$ cat src/rtl/lamp_drv_pkg.sv
// Shared definitions for the lamp driver: lamp code values, the driver
// state encoding and the legal phase-order successor function.
package lamp_drv_pkg;

   typedef logic [1:0] lamp_code_t;

   localparam lamp_code_t CODE_DARK  = 2'b00;
   localparam lamp_code_t CODE_RED   = 2'b01;
   localparam lamp_code_t CODE_AMBER = 2'b11;
   localparam lamp_code_t CODE_GREEN = 2'b10;

   typedef enum logic [1:0] {
      S_DARK  = 2'd0,
      S_RUN   = 2'd1,
      S_FAULT = 2'd2
   } lamp_state_t;

   // The only code allowed to follow the given one while running.
   function automatic lamp_code_t legal_successor(input lamp_code_t cur);
      lamp_code_t nxt;
      case (cur)
         CODE_RED:   nxt = CODE_AMBER;
         CODE_AMBER: nxt = CODE_GREEN;
         CODE_GREEN: nxt = CODE_RED;
         default:    nxt = CODE_DARK;
      endcase
      return nxt;
   endfunction

endpackage

$ cat src/rtl/lamp_code_filter.sv
// Input conditioning for the lamp code: two-flop synchroniser followed by a
// run-length filter. A code is accepted once FILT_CYCLES consecutive
// synchronised samples agree and differ from the code already accepted;
// code_valid pulses for one cycle alongside each newly accepted code.
module lamp_code_filter
   import lamp_drv_pkg::*;
#(
   parameter int unsigned FILT_CYCLES = 4
) (
   input  logic       clk,
   input  logic       reset_n,
   input  logic [1:0] code_in,
   output logic [1:0] code_out,
   output logic       code_valid
);

   lamp_code_t sync1, sync2, cand;
   logic [3:0] run_cnt, run_cnt_d;
   logic       accept;

   // Run length of the current candidate, including this cycle's sample.
   always_comb begin
      run_cnt_d = 4'd1;
      if (sync2 == cand) begin
         run_cnt_d = (run_cnt == 4'hF) ? run_cnt : run_cnt + 4'd1;
      end
      accept = (run_cnt_d >= 4'(FILT_CYCLES)) && (sync2 != code_out);
   end

   // Synchroniser, candidate tracking and accepted-code register.
   always_ff @(posedge clk or negedge reset_n) begin
      if (!reset_n) begin
         sync1      <= CODE_DARK;
         sync2      <= CODE_DARK;
         cand       <= CODE_DARK;
         run_cnt    <= '0;
         code_out   <= CODE_DARK;
         code_valid <= 1'b0;
      end else begin
         sync1      <= code_in;
         sync2      <= sync1;
         cand       <= sync2;
         run_cnt    <= run_cnt_d;
         code_valid <= accept;
         if (accept) begin
            code_out <= sync2;
         end
      end
   end

endmodule

$ cat src/rtl/lamp_driver.sv
// Lamp driver: filters the controller's lamp code, enforces the
// RED->AMBER->GREEN->RED order, watches for stalled phases and, on any
// violation, latches a fault and flashes amber until reset.
// Optional feature macro LAMP_DRIVER_PWM_EN: when defined, lit lamps are
// gated by a free-running 8-bit PWM counter (on while counter < DUTY);
// otherwise lit lamps are driven constantly and DUTY is ignored.
module lamp_driver
   import lamp_drv_pkg::*;
#(
   parameter int unsigned FILT_CYCLES = 4,
   parameter int unsigned TIMEOUT     = 1000,
   parameter int unsigned BLINK_HALF  = 50,
   parameter int unsigned DUTY        = 128
) (
   input  logic       clk,
   input  logic       reset_n,
   input  logic       r_in,
   input  logic       g_in,
   output logic       lamp_red,
   output logic       lamp_amber,
   output logic       lamp_green,
   output logic [1:0] phase,
   output logic       fault
);

   localparam int unsigned WD_W = $clog2(TIMEOUT + 1);
   localparam int unsigned BL_W = $clog2(BLINK_HALF + 1);

   lamp_state_t state, state_d;
   lamp_code_t  acc_code, phase_d;
   logic        code_valid;
   logic        fault_d;
   logic [WD_W-1:0] wd_cnt, wd_cnt_d;
   logic [BL_W-1:0] bl_cnt, bl_cnt_d;
   logic        bl_on, bl_on_d;
   logic        red_d, amber_d, green_d;
   logic        pwm_on;

   lamp_code_filter #(
      .FILT_CYCLES(FILT_CYCLES)
   ) u_filter (
      .clk        (clk),
      .reset_n    (reset_n),
      .code_in    ({r_in, g_in}),
      .code_out   (acc_code),
      .code_valid (code_valid)
   );

`ifdef LAMP_DRIVER_PWM_EN
   logic [7:0] pwm_cnt, pwm_cnt_d;

   // Gate is evaluated on the counter value the lamps will coincide with.
   always_comb begin
      pwm_cnt_d = pwm_cnt + 8'd1;
      pwm_on    = ({1'b0, pwm_cnt_d} < 9'(DUTY));
   end

   // Free-running PWM counter, wraps 255 -> 0.
   always_ff @(posedge clk or negedge reset_n) begin
      if (!reset_n) begin
         pwm_cnt <= '0;
      end else begin
         pwm_cnt <= pwm_cnt_d;
      end
   end
`else
   localparam int unsigned UNUSED_DUTY = DUTY;
   assign pwm_on = 1'b1;
`endif

   // Next-state, phase, watchdog, blink and lamp decode.
   always_comb begin
      state_d  = state;
      phase_d  = phase;
      fault_d  = fault;
      wd_cnt_d = wd_cnt;
      bl_cnt_d = bl_cnt;
      bl_on_d  = bl_on;
      case (state)
         S_DARK: begin
            if (code_valid && (acc_code != CODE_DARK)) begin
               state_d  = S_RUN;
               phase_d  = acc_code;
               wd_cnt_d = '0;
            end
         end
         S_RUN: begin
            // An accepted change takes priority over a simultaneous timeout.
            if (code_valid) begin
               wd_cnt_d = '0;
               if (acc_code == legal_successor(phase)) begin
                  phase_d = acc_code;
               end else begin
                  state_d  = S_FAULT;
                  fault_d  = 1'b1;
                  bl_cnt_d = '0;
                  bl_on_d  = 1'b1;
               end
            end else if (wd_cnt == WD_W'(TIMEOUT - 1)) begin
               state_d  = S_FAULT;
               fault_d  = 1'b1;
               bl_cnt_d = '0;
               bl_on_d  = 1'b1;
            end else begin
               wd_cnt_d = wd_cnt + 1'b1;
            end
         end
         S_FAULT: begin
            if (bl_cnt == BL_W'(BLINK_HALF - 1)) begin
               bl_cnt_d = '0;
               bl_on_d  = ~bl_on;
            end else begin
               bl_cnt_d = bl_cnt + 1'b1;
            end
         end
         default: begin
            state_d = S_DARK;
         end
      endcase

      red_d   = 1'b0;
      amber_d = 1'b0;
      green_d = 1'b0;
      if (state_d == S_RUN) begin
         red_d   = (phase_d == CODE_RED)   && pwm_on;
         amber_d = (phase_d == CODE_AMBER) && pwm_on;
         green_d = (phase_d == CODE_GREEN) && pwm_on;
      end else if (state_d == S_FAULT) begin
         amber_d = bl_on_d && pwm_on;
      end
   end

   // State and registered outputs.
   always_ff @(posedge clk or negedge reset_n) begin
      if (!reset_n) begin
         state      <= S_DARK;
         phase      <= CODE_DARK;
         fault      <= 1'b0;
         wd_cnt     <= '0;
         bl_cnt     <= '0;
         bl_on      <= 1'b0;
         lamp_red   <= 1'b0;
         lamp_amber <= 1'b0;
         lamp_green <= 1'b0;
      end else begin
         state      <= state_d;
         phase      <= phase_d;
         fault      <= fault_d;
         wd_cnt     <= wd_cnt_d;
         bl_cnt     <= bl_cnt_d;
         bl_on      <= bl_on_d;
         lamp_red   <= red_d;
         lamp_amber <= amber_d;
         lamp_green <= green_d;
      end
   end

endmodule

$ cat config.mk
export PLATFORM = sky130hd
export DESIGN_NAME = lamp_driver
export DESIGN_NICKNAME = d
export VERILOG_FILES = /design/src/rtl/lamp_drv_pkg.sv /design/src/rtl/lamp_code_filter.sv /design/src/rtl/lamp_driver.sv
export SDC_FILE = /design/constraint.sdc
export NUM_CORES = 1
export LEC_CHECK = 0
export ABC_AREA = 1
export CAP_MARGIN = 20
export CORE_MARGIN = 2
export CORE_UTILIZATION = 64
export CTS_CLUSTER_DIAMETER = 50
export DETAILED_ROUTE_END_ITERATION = 7
export GPL_ROUTABILITY_DRIVEN = 1
export PLACE_DENSITY = 0.83
export SLEW_MARGIN = 25
export SYNTH_ARGS = -nofsm -noshare
export SYNTH_HDL_FRONTEND = slang
export SYNTH_HIERARCHICAL = 1
export SYNTH_SLANG_ARGS = --single-unit
$ cat constraint.sdc
create_clock -name clk -period 4.9 [get_ports clk]
set_input_delay 1.47 -clock clk [delete_from_list [all_inputs] [get_ports clk]]
set_output_delay 1.47 -clock clk [all_outputs]
set_load 0.05 [all_outputs]
* Word level (Yosys, flattened, before mapping) *
Index checks and enable logic that the tools add are counted.

word-level totals
  input bits = 4
  output and inout bits = 6
  logic and storage cells = 86
  bits in registers = 38

cells by class
  $add $sub $neg = 3
  mux-type cells = 35
  reduce and logical (&&, ||, !) cells = 10
  equality and inequality tests = 21
  order comparisons = 1
  bitwise logic cells = 1

operators by type and width
  kind                                                   number
  2-to-1 mux 10 bit                                      3
  2-to-1 mux 6 bit                                       4
  one-hot mux 10 bit (2 select lines)                    1
  2-to-1 mux 2 bit                                       9
  equality test 2 bit, second input constant             6
  one-hot mux 2 bit (3 select lines)                     2
  one-hot mux 6 bit (2 select lines)                     1
  2-to-1 mux 1 bit                                       11
  adder 10 x 1 -> 10 bit, second input constant          1
  equality test 10 bit, second input constant            1
  AND reduction 3 bit                                    3
  equality test 2 x 1 -> 1 bit, second input constant    4
  2-to-1 mux 4 bit                                       2
  nonzero test 2 bit                                     4
  adder 6 x 1 -> 6 bit, second input constant            1
  equality test 6 bit, second input constant             1
  inequality test 3 x 2 -> 1 bit, second input constant  2
  adder 4 x 1 -> 4 bit, second input constant            1
  equality test 2 bit                                    2
  equality test 4 bit, second input constant             1
  >= comparator 4 x 3 -> 1 bit, second input constant    1
  inequality test 2 bit, second input constant           2
  one-hot mux 2 bit (2 select lines)                     1
  inequality test 3 bit, second input constant           1
  5 further kinds                                        6

* Depth between registers and ports, before layout *
  word-level depth = 11
  mapped depth = 13
  mapped depth without buffers = 13

* Cells and area by module *
Netlist, hierarchy kept.

by module, submodules not included
  module            cells an instance  instances  area each (um2)  seq. area each (um2)
  lamp_driver       217                1          1,601.5          625.6
  lamp_code_filter  56                 1          540.5            325.3

* Worst setup path before layout *
Ideal clock, no wire load.

  path kind = reg-to-output
  from = register phase[0]
  to = output port phase[0]
  required time = 3.430 ns
  stages on the path, launching flop included = 1
  buffers on the path = 0
  arrival = 0.651 ns
  slack = 2.779 ns
  path through = dfrtp_1

RTL lines
  what                      RTL line            text
  start: declaration        lamp_driver.sv:22   output logic [1:0] phase,
  start signal: assignment  lamp_driver.sv:147  phase <= phase_d;

No word-level cell between the ends.

* Final worst setup path *
  from = register phase[0]
  to = output port phase[0]

No word-level cell between the ends.

==> metrics.txt <==
critical path arrival around 1.6 ns; crit path max fanout 5; clk buf depth 2; DR top layer met4; final setup vio count 0; largest net degree at the start of global routing 39; post-synth top area share 0.444; WP buf/inv 1; CTS resizes 0; Power Density about 390 mW/mm^2; CORE AREA around 0.0033 sq mm; status complete, no violations; Final nets roughly 310; Post-synth EDFFs 0; I/O pin cnt 10; Worst IR Drop VDD between 0.2 and 0.25 mV; CP required 3.43 ns; gr ovfl total 0; worst slew margin relative to its limit 0.472; min-delay src u_filter/sync1[1]; count leader, synth nand2_1; max incr delay on CP about 0.8 ns; initial cell density of the core 0.652; worst slew pin tran 0.792 ns; DP HPWL approximately 2.8 mm; global-route wire length before repair 6.40 mm; Slew Limit Fails 0; DP Area 0.00228 sq mm; period utilization 0.626; Routed Antenna Nets 0; Min-Delay Path Depth 0; DIE AREA 0.00383 sq mm; r2r setup slk a little under 3 ns; syn_nets just under 300; CTS tree built; total negative slack 0 ns; design area ~0.0024 sq mm; wire length on met2 between 1.5 and 2 mm; RSZ-0062 raised after global routing no; Synth Cell Area ~0.0021 sq mm; DR WL/cell ~11 um; R2R depth 10; Synth area leader dfrtp_1; Final Worst Setup Slack 1.83 ns; initial antenna violation count 0; reg-to-reg startpoint state[1]; PnR Total Power between 900 and 1000 uW; RD Place Congestion ~0.84; cell count after placement approximately 330; Post-synth ARST share 1.00; drt via density ~5.1; clock latency on the worst-skew pair about 0.35 ns; post-synthesis sequential area ratio 0.444; Initial DRC Count 47; Final min period between 3 and 4 ns; Detailed Route WL 3.77 mm; share of cells above drive strength 1 0.107; Die Wd 61.9 um; Setup Skew 0.0100 ns; via count roughly 1,700; met3 WL roughly 110 um; main flop type after synthesis dfrtp_1; Synth Instances 273; Port Buffer Count 9; clock buffer count from CTS 5; vias in the first global route approximately 1,600; Setup WS pre-CTS approximately 2.2 ns; Max Cap Viol 0; static leakage approximately 0.0012 uW; Reg clk slew, reported paths about 0.11 ns; crit-path cells clkdlybuf4s50_1; hold buffers post-CTS 0; drt pass-1 iters 5; setup bufs post-CTS 0; Setup crit start kind register; root buffer cell clkbuf_4; WHS Endpoint u_filter/sync2[1]; DRC violations left 0; CP Capture Type primary output; kind of cell adding the most delay to the critical path buffers and inverters; syn avg cell area approximately 7.8 sq um; Area growth syn-to-layout 10.3%; clk sinks 38; Fin. Hold Viols 0; Die Ht just over 60 um; HP Class reg -> reg; Commonest cells post-synth nand2_1, inv_1, dfrtp_1, nor2_1, nand3_1; global-route usage over all layers 0.227; FMAX about 0.33 GHz; Cell variety after synth 25; reg2reg end lamp_red; diodes inserted 0; H-tree level count 2; Finished Layout Cells 336; CP Class reg -> out; slowest cell on the critical path clkdlybuf4s50_1; synth top area cells dfrtp_1, nand2_1, inv_1; Row Count 21; WL met1 roughly 1.7 mm; Synth Register Bits 38; Yosys warnings 6
## how the worst max path moves through the flow
stage                        start  endpoint  cells past startpoint
after global placement    phase[0]  phase[0]                      1
after CTS                 phase[0]  phase[0]                      1
final                     phase[0]  phase[0]                      1
after detailed placement  phase[0]  phase[0]                      1
after global routing      phase[0]  phase[0]                      1
after floorplan           phase[0]  phase[0]                      0
## cells in the final DEF (no fill, tap or decap), types with 3 or more instances in the layout
cell type	n
nor2_1	26
ha_1	12
o21ai_2	3
dfrtp_1	38
nor2_2	4
nand3_2	3
clkdlybuf4s50_1	8
nand3_1	21
nand2_2	6
o21ai_0	11
a21oi_1	17
clkbuf_4	5
inv_2	3
xor2_1	4
nand4_1	3
inv_1	45
nand2_1	64
## area by class of cell
type                       count  area [sq um]
clock buffer                   5          37.5
clock inverter                 3          40.0
fill                         245           922
inverter                      48           180
multi-input combinational    187          1010
sequential                    38           951
tap                           46          57.6
timing repair buffer           9          85.1
## state kept, by name, indices dropped and copies added, names as in the netlist
signal / flops
wd_cnt: 10
bl_cnt: 6
u_filter/run_cnt: 4
phase: 2
state: 2
u_filter/cand: 2
u_filter/code_out: 2
u_filter/sync1: 2
u_filter/sync2: 2
bl_on: 1
fault: 1
lamp_amber: 1
lamp_green: 1
lamp_red: 1
u_filter/code_valid: 1
## power breakdown
part	switching [uW]	leakage [uW]	internal (uW)
combinational	208	0.000664	108
clock	102	0.0000450	106
sequential	47.2	0.000499	353
## kinds of logic (layout without fill, tap and decap cells)
group           Yosys count  after routing  share of synthesized area
simple gates            134            134                      0.283
buf+inv                  48             65                     0.0841
flops                    38             38                      0.444
compound gates           37             37                      0.102
fa+ha+maj                12             12                     0.0701
xor+xnor                  4              4                     0.0164
## metal layers
layer,up-vias,GRT usage
met5,-,0
met4,0,0.0851
met3,7,0.0435
met2,24,0.408
met1,791,0.270
li1,904,-
## per-stage QoR
step                      hold slack (ns)   util
after CTS                           0.361  0.719
after global placement              0.332  0.696
after global routing                0.370  0.719
after detailed placement            0.335  0.696
final                               0.360  0.719
after floorplan                     0.331      -
Power figures use the tool's default switching activity.
==> patch, RTL diff (config.mk and constraints unchanged) <==
The parameter `BLINK_HALF` goes from 50 to 100.
--- a/src/rtl/lamp_driver.sv
+++ b/src/rtl/lamp_driver.sv
@@ -10,5 +10,5 @@
    parameter int unsigned FILT_CYCLES = 4,
    parameter int unsigned TIMEOUT     = 1000,
-   parameter int unsigned BLINK_HALF  = 50,
+   parameter int unsigned BLINK_HALF  = 100,
    parameter int unsigned DUTY        = 128
 ) (
Function: same outputs for any inputs over 10 cycles, from zero or initial values and one cycle with reset_n low; that may be too few to reach the edited logic, so the function may still have changed.
==> patch against the unedited design <==
Total power increased by 4.9%; global-route usage grew 1.8 points; sequential cell count grew 1; area after synthesis is 2.6% higher; design area is 1.8% higher; critical path type unchanged; worst setup slack hardly changed; non-clock buffer count unchanged; die area is 2.5% higher; wire length rose by 8.5%.
==> patch: results (changes against the unedited design) <==
* Slowest-stage cell, CP: sky130_fd_sc_hd__clkdlybuf4s50_1, unchanged
* clock edge transition at the registers on the reported setup and hold paths: 0.11 ns, about the same
* share of the synthesized area in compound gates (AO/OA/AOI/OAI): 8.59%, was 10.2%
* post-route clock skew: 0.00930 ns, was 0.0100 ns
* gr usage total: 24.5%, was 22.7%
* Max VDD drop: 0.341 mV, was 0.229 mV
* number of setup violations in the final report: 0, unchanged
* async set-or-reset flop fraction in the synthesized netlist: 100%, unchanged
* maximum number of pins on one net before global-route repair: 40, was 39
* dpl cells: 333, was 328
* first-iteration detailed-routing DRC count: 135, was 47
* net count of the mapped netlist: 296, was 289
* net count of the finished layout: 309, was 305
* overall via count from detail_route: 1821, was 1726
* leakage component of the power: 1.22 nW, was 1.21 nW
* global-route wire length before repair: 7600 um, was 6400 um
* count of antenna diodes in the layout: 0, unchanged
* Synth Area in Adders: 6.26%, was 7.01%
* fraction of the yosys area taken by sequential cells: 44.4%, about the same
* number of H-tree levels: 2, unchanged
* post-synthesis share of cell area spent on xor and xnor gates: 2.79%, was 1.64%
* detailed-route wire length: 4090 um, was 3770 um
* largest registers in the final layout: wd_cnt: 10 flops, bl_cnt: 7 flops, u_filter/run_cnt: 4 flops, was wd_cnt: 10 flops, bl_cnt: 6 flops, u_filter/run_cnt: 4 flops
* placed wire-length estimate: 2910 um, was 2840 um
* proportion of layout cells with a drive suffix above 1: 9.15%, was 10.7%
* largest cells by area after synthesis: sky130_fd_sc_hd__dfrtp_1, sky130_fd_sc_hd__nand2_1, sky130_fd_sc_hd__inv_1, unchanged
* Synthesis Warnings: 6, unchanged
* count of port buffers added during placement: 9, unchanged
* worst max-slew margin expressed relative to the limit: 44.6%, was 47.2%
* average wire length per cell after detail routing: 12.0 um, was 11.2 um
* class of the most critical hold timing path: reg2reg, unchanged
* detailed-routing iteration count for the pre-antenna-repair pass: 4, was 5
* status: completed, unchanged
* weighted congestion reported at the end of routability-driven placement: 0.886, was 0.840
* Distinct cells, synth: 29, was 25
* placed inst area: 2320 um^2, was 2280 um^2
* share of synthesized area spent on multiplexers: 0%, unchanged
* top cell family by delay on the critical path: buffers and inverters, unchanged
* Avg Inst Size Synth: 7.82 um^2, was 7.85 um^2
* data arrival time of the critical path: 1.60 ns, about the same
* Synth top cells by count: sky130_fd_sc_hd__nand2_1, sky130_fd_sc_hd__dfrtp_1, sky130_fd_sc_hd__inv_1, sky130_fd_sc_hd__nand3_1, sky130_fd_sc_hd__nor2_1, was sky130_fd_sc_hd__nand2_1, sky130_fd_sc_hd__inv_1, sky130_fd_sc_hd__dfrtp_1, sky130_fd_sc_hd__nor2_1, sky130_fd_sc_hd__nand3_1
patch: changes by cell type in the layout (fill, tap and decap cells not counted), moves of 6 or more:
cell	delta
sky130_fd_sc_hd__inv_1	-8
sky130_fd_sc_hd__nand2_1	+13
sky130_fd_sc_hd__nand4_1	+6
sky130_fd_sc_hd__nor2_1	-6
sky130_fd_sc_hd__o21ai_0	-9
sky130_fd_sc_hd__o21ai_1	+6
patch: metal layers:
metal	wire, um	global-route usage (%)	up-vias
met5	0	0	-
met4	56	11.1	0
met3	158	4.86	7
met2	2070	41.3	47
met1	1810	30.5	845
li1	-	-	922
patch: cells by family after synthesis:
family          Yosys count
simple gates            145
buf+inv                  47
flops                    39
compound gates           32
fa+ha+maj                11
xor+xnor                  7
patch: through the flow:
stage | hold slack (ns) | setup WS, ns | power, W
after floorplan | 0.331 | 2.78 | 0.000670
after global placement | 0.334 | 2.23 | 0.000729
after detailed placement | 0.339 | 2.20 | 0.000742
after CTS | 0.367 | 1.81 | 0.000973
after global routing | 0.380 | 1.75 | 0.00104
final | 0.362 | 1.83 | 0.000969
patch: final timing paths:
kind / to / depth (start not counted) / startpoint / slack, ns
max in group asynchronous: state[1] / 1 / reset_n / 3.17
max reg2reg: wd_cnt[4] / 10 / state[1] / 2.82
min: u_filter/sync2[1] / 0 / u_filter/sync1[1] / 0.36
max: phase[0] / 1 / phase[0] / 1.83
min reg2reg: u_filter/sync2[1] / 0 / u_filter/sync1[1] / 0.36
min in group asynchronous: wd_cnt[1] / 1 / reset_n / 1.21
patch: layout make-up:
type / instances / area, um^2
Timing Repair Buffer: 9 / 85.1
Sequential cell: 39 / 976
Multi-Input combinational cell: 195 / 1030
Tap cell: 46 / 57.6
Clock inverter: 2 / 35.0
Clock buffer: 6 / 51.3
Inverter: 44 / 165
Fill cell: 268 / 906
patch: power by group:
part	leakage [nW]	switching (W)	internal, W
Combinational	0.662	0.000217	0.000109
Clock	0.0482	0.000108	0.000121
Sequential	0.512	0.0000504	0.000363
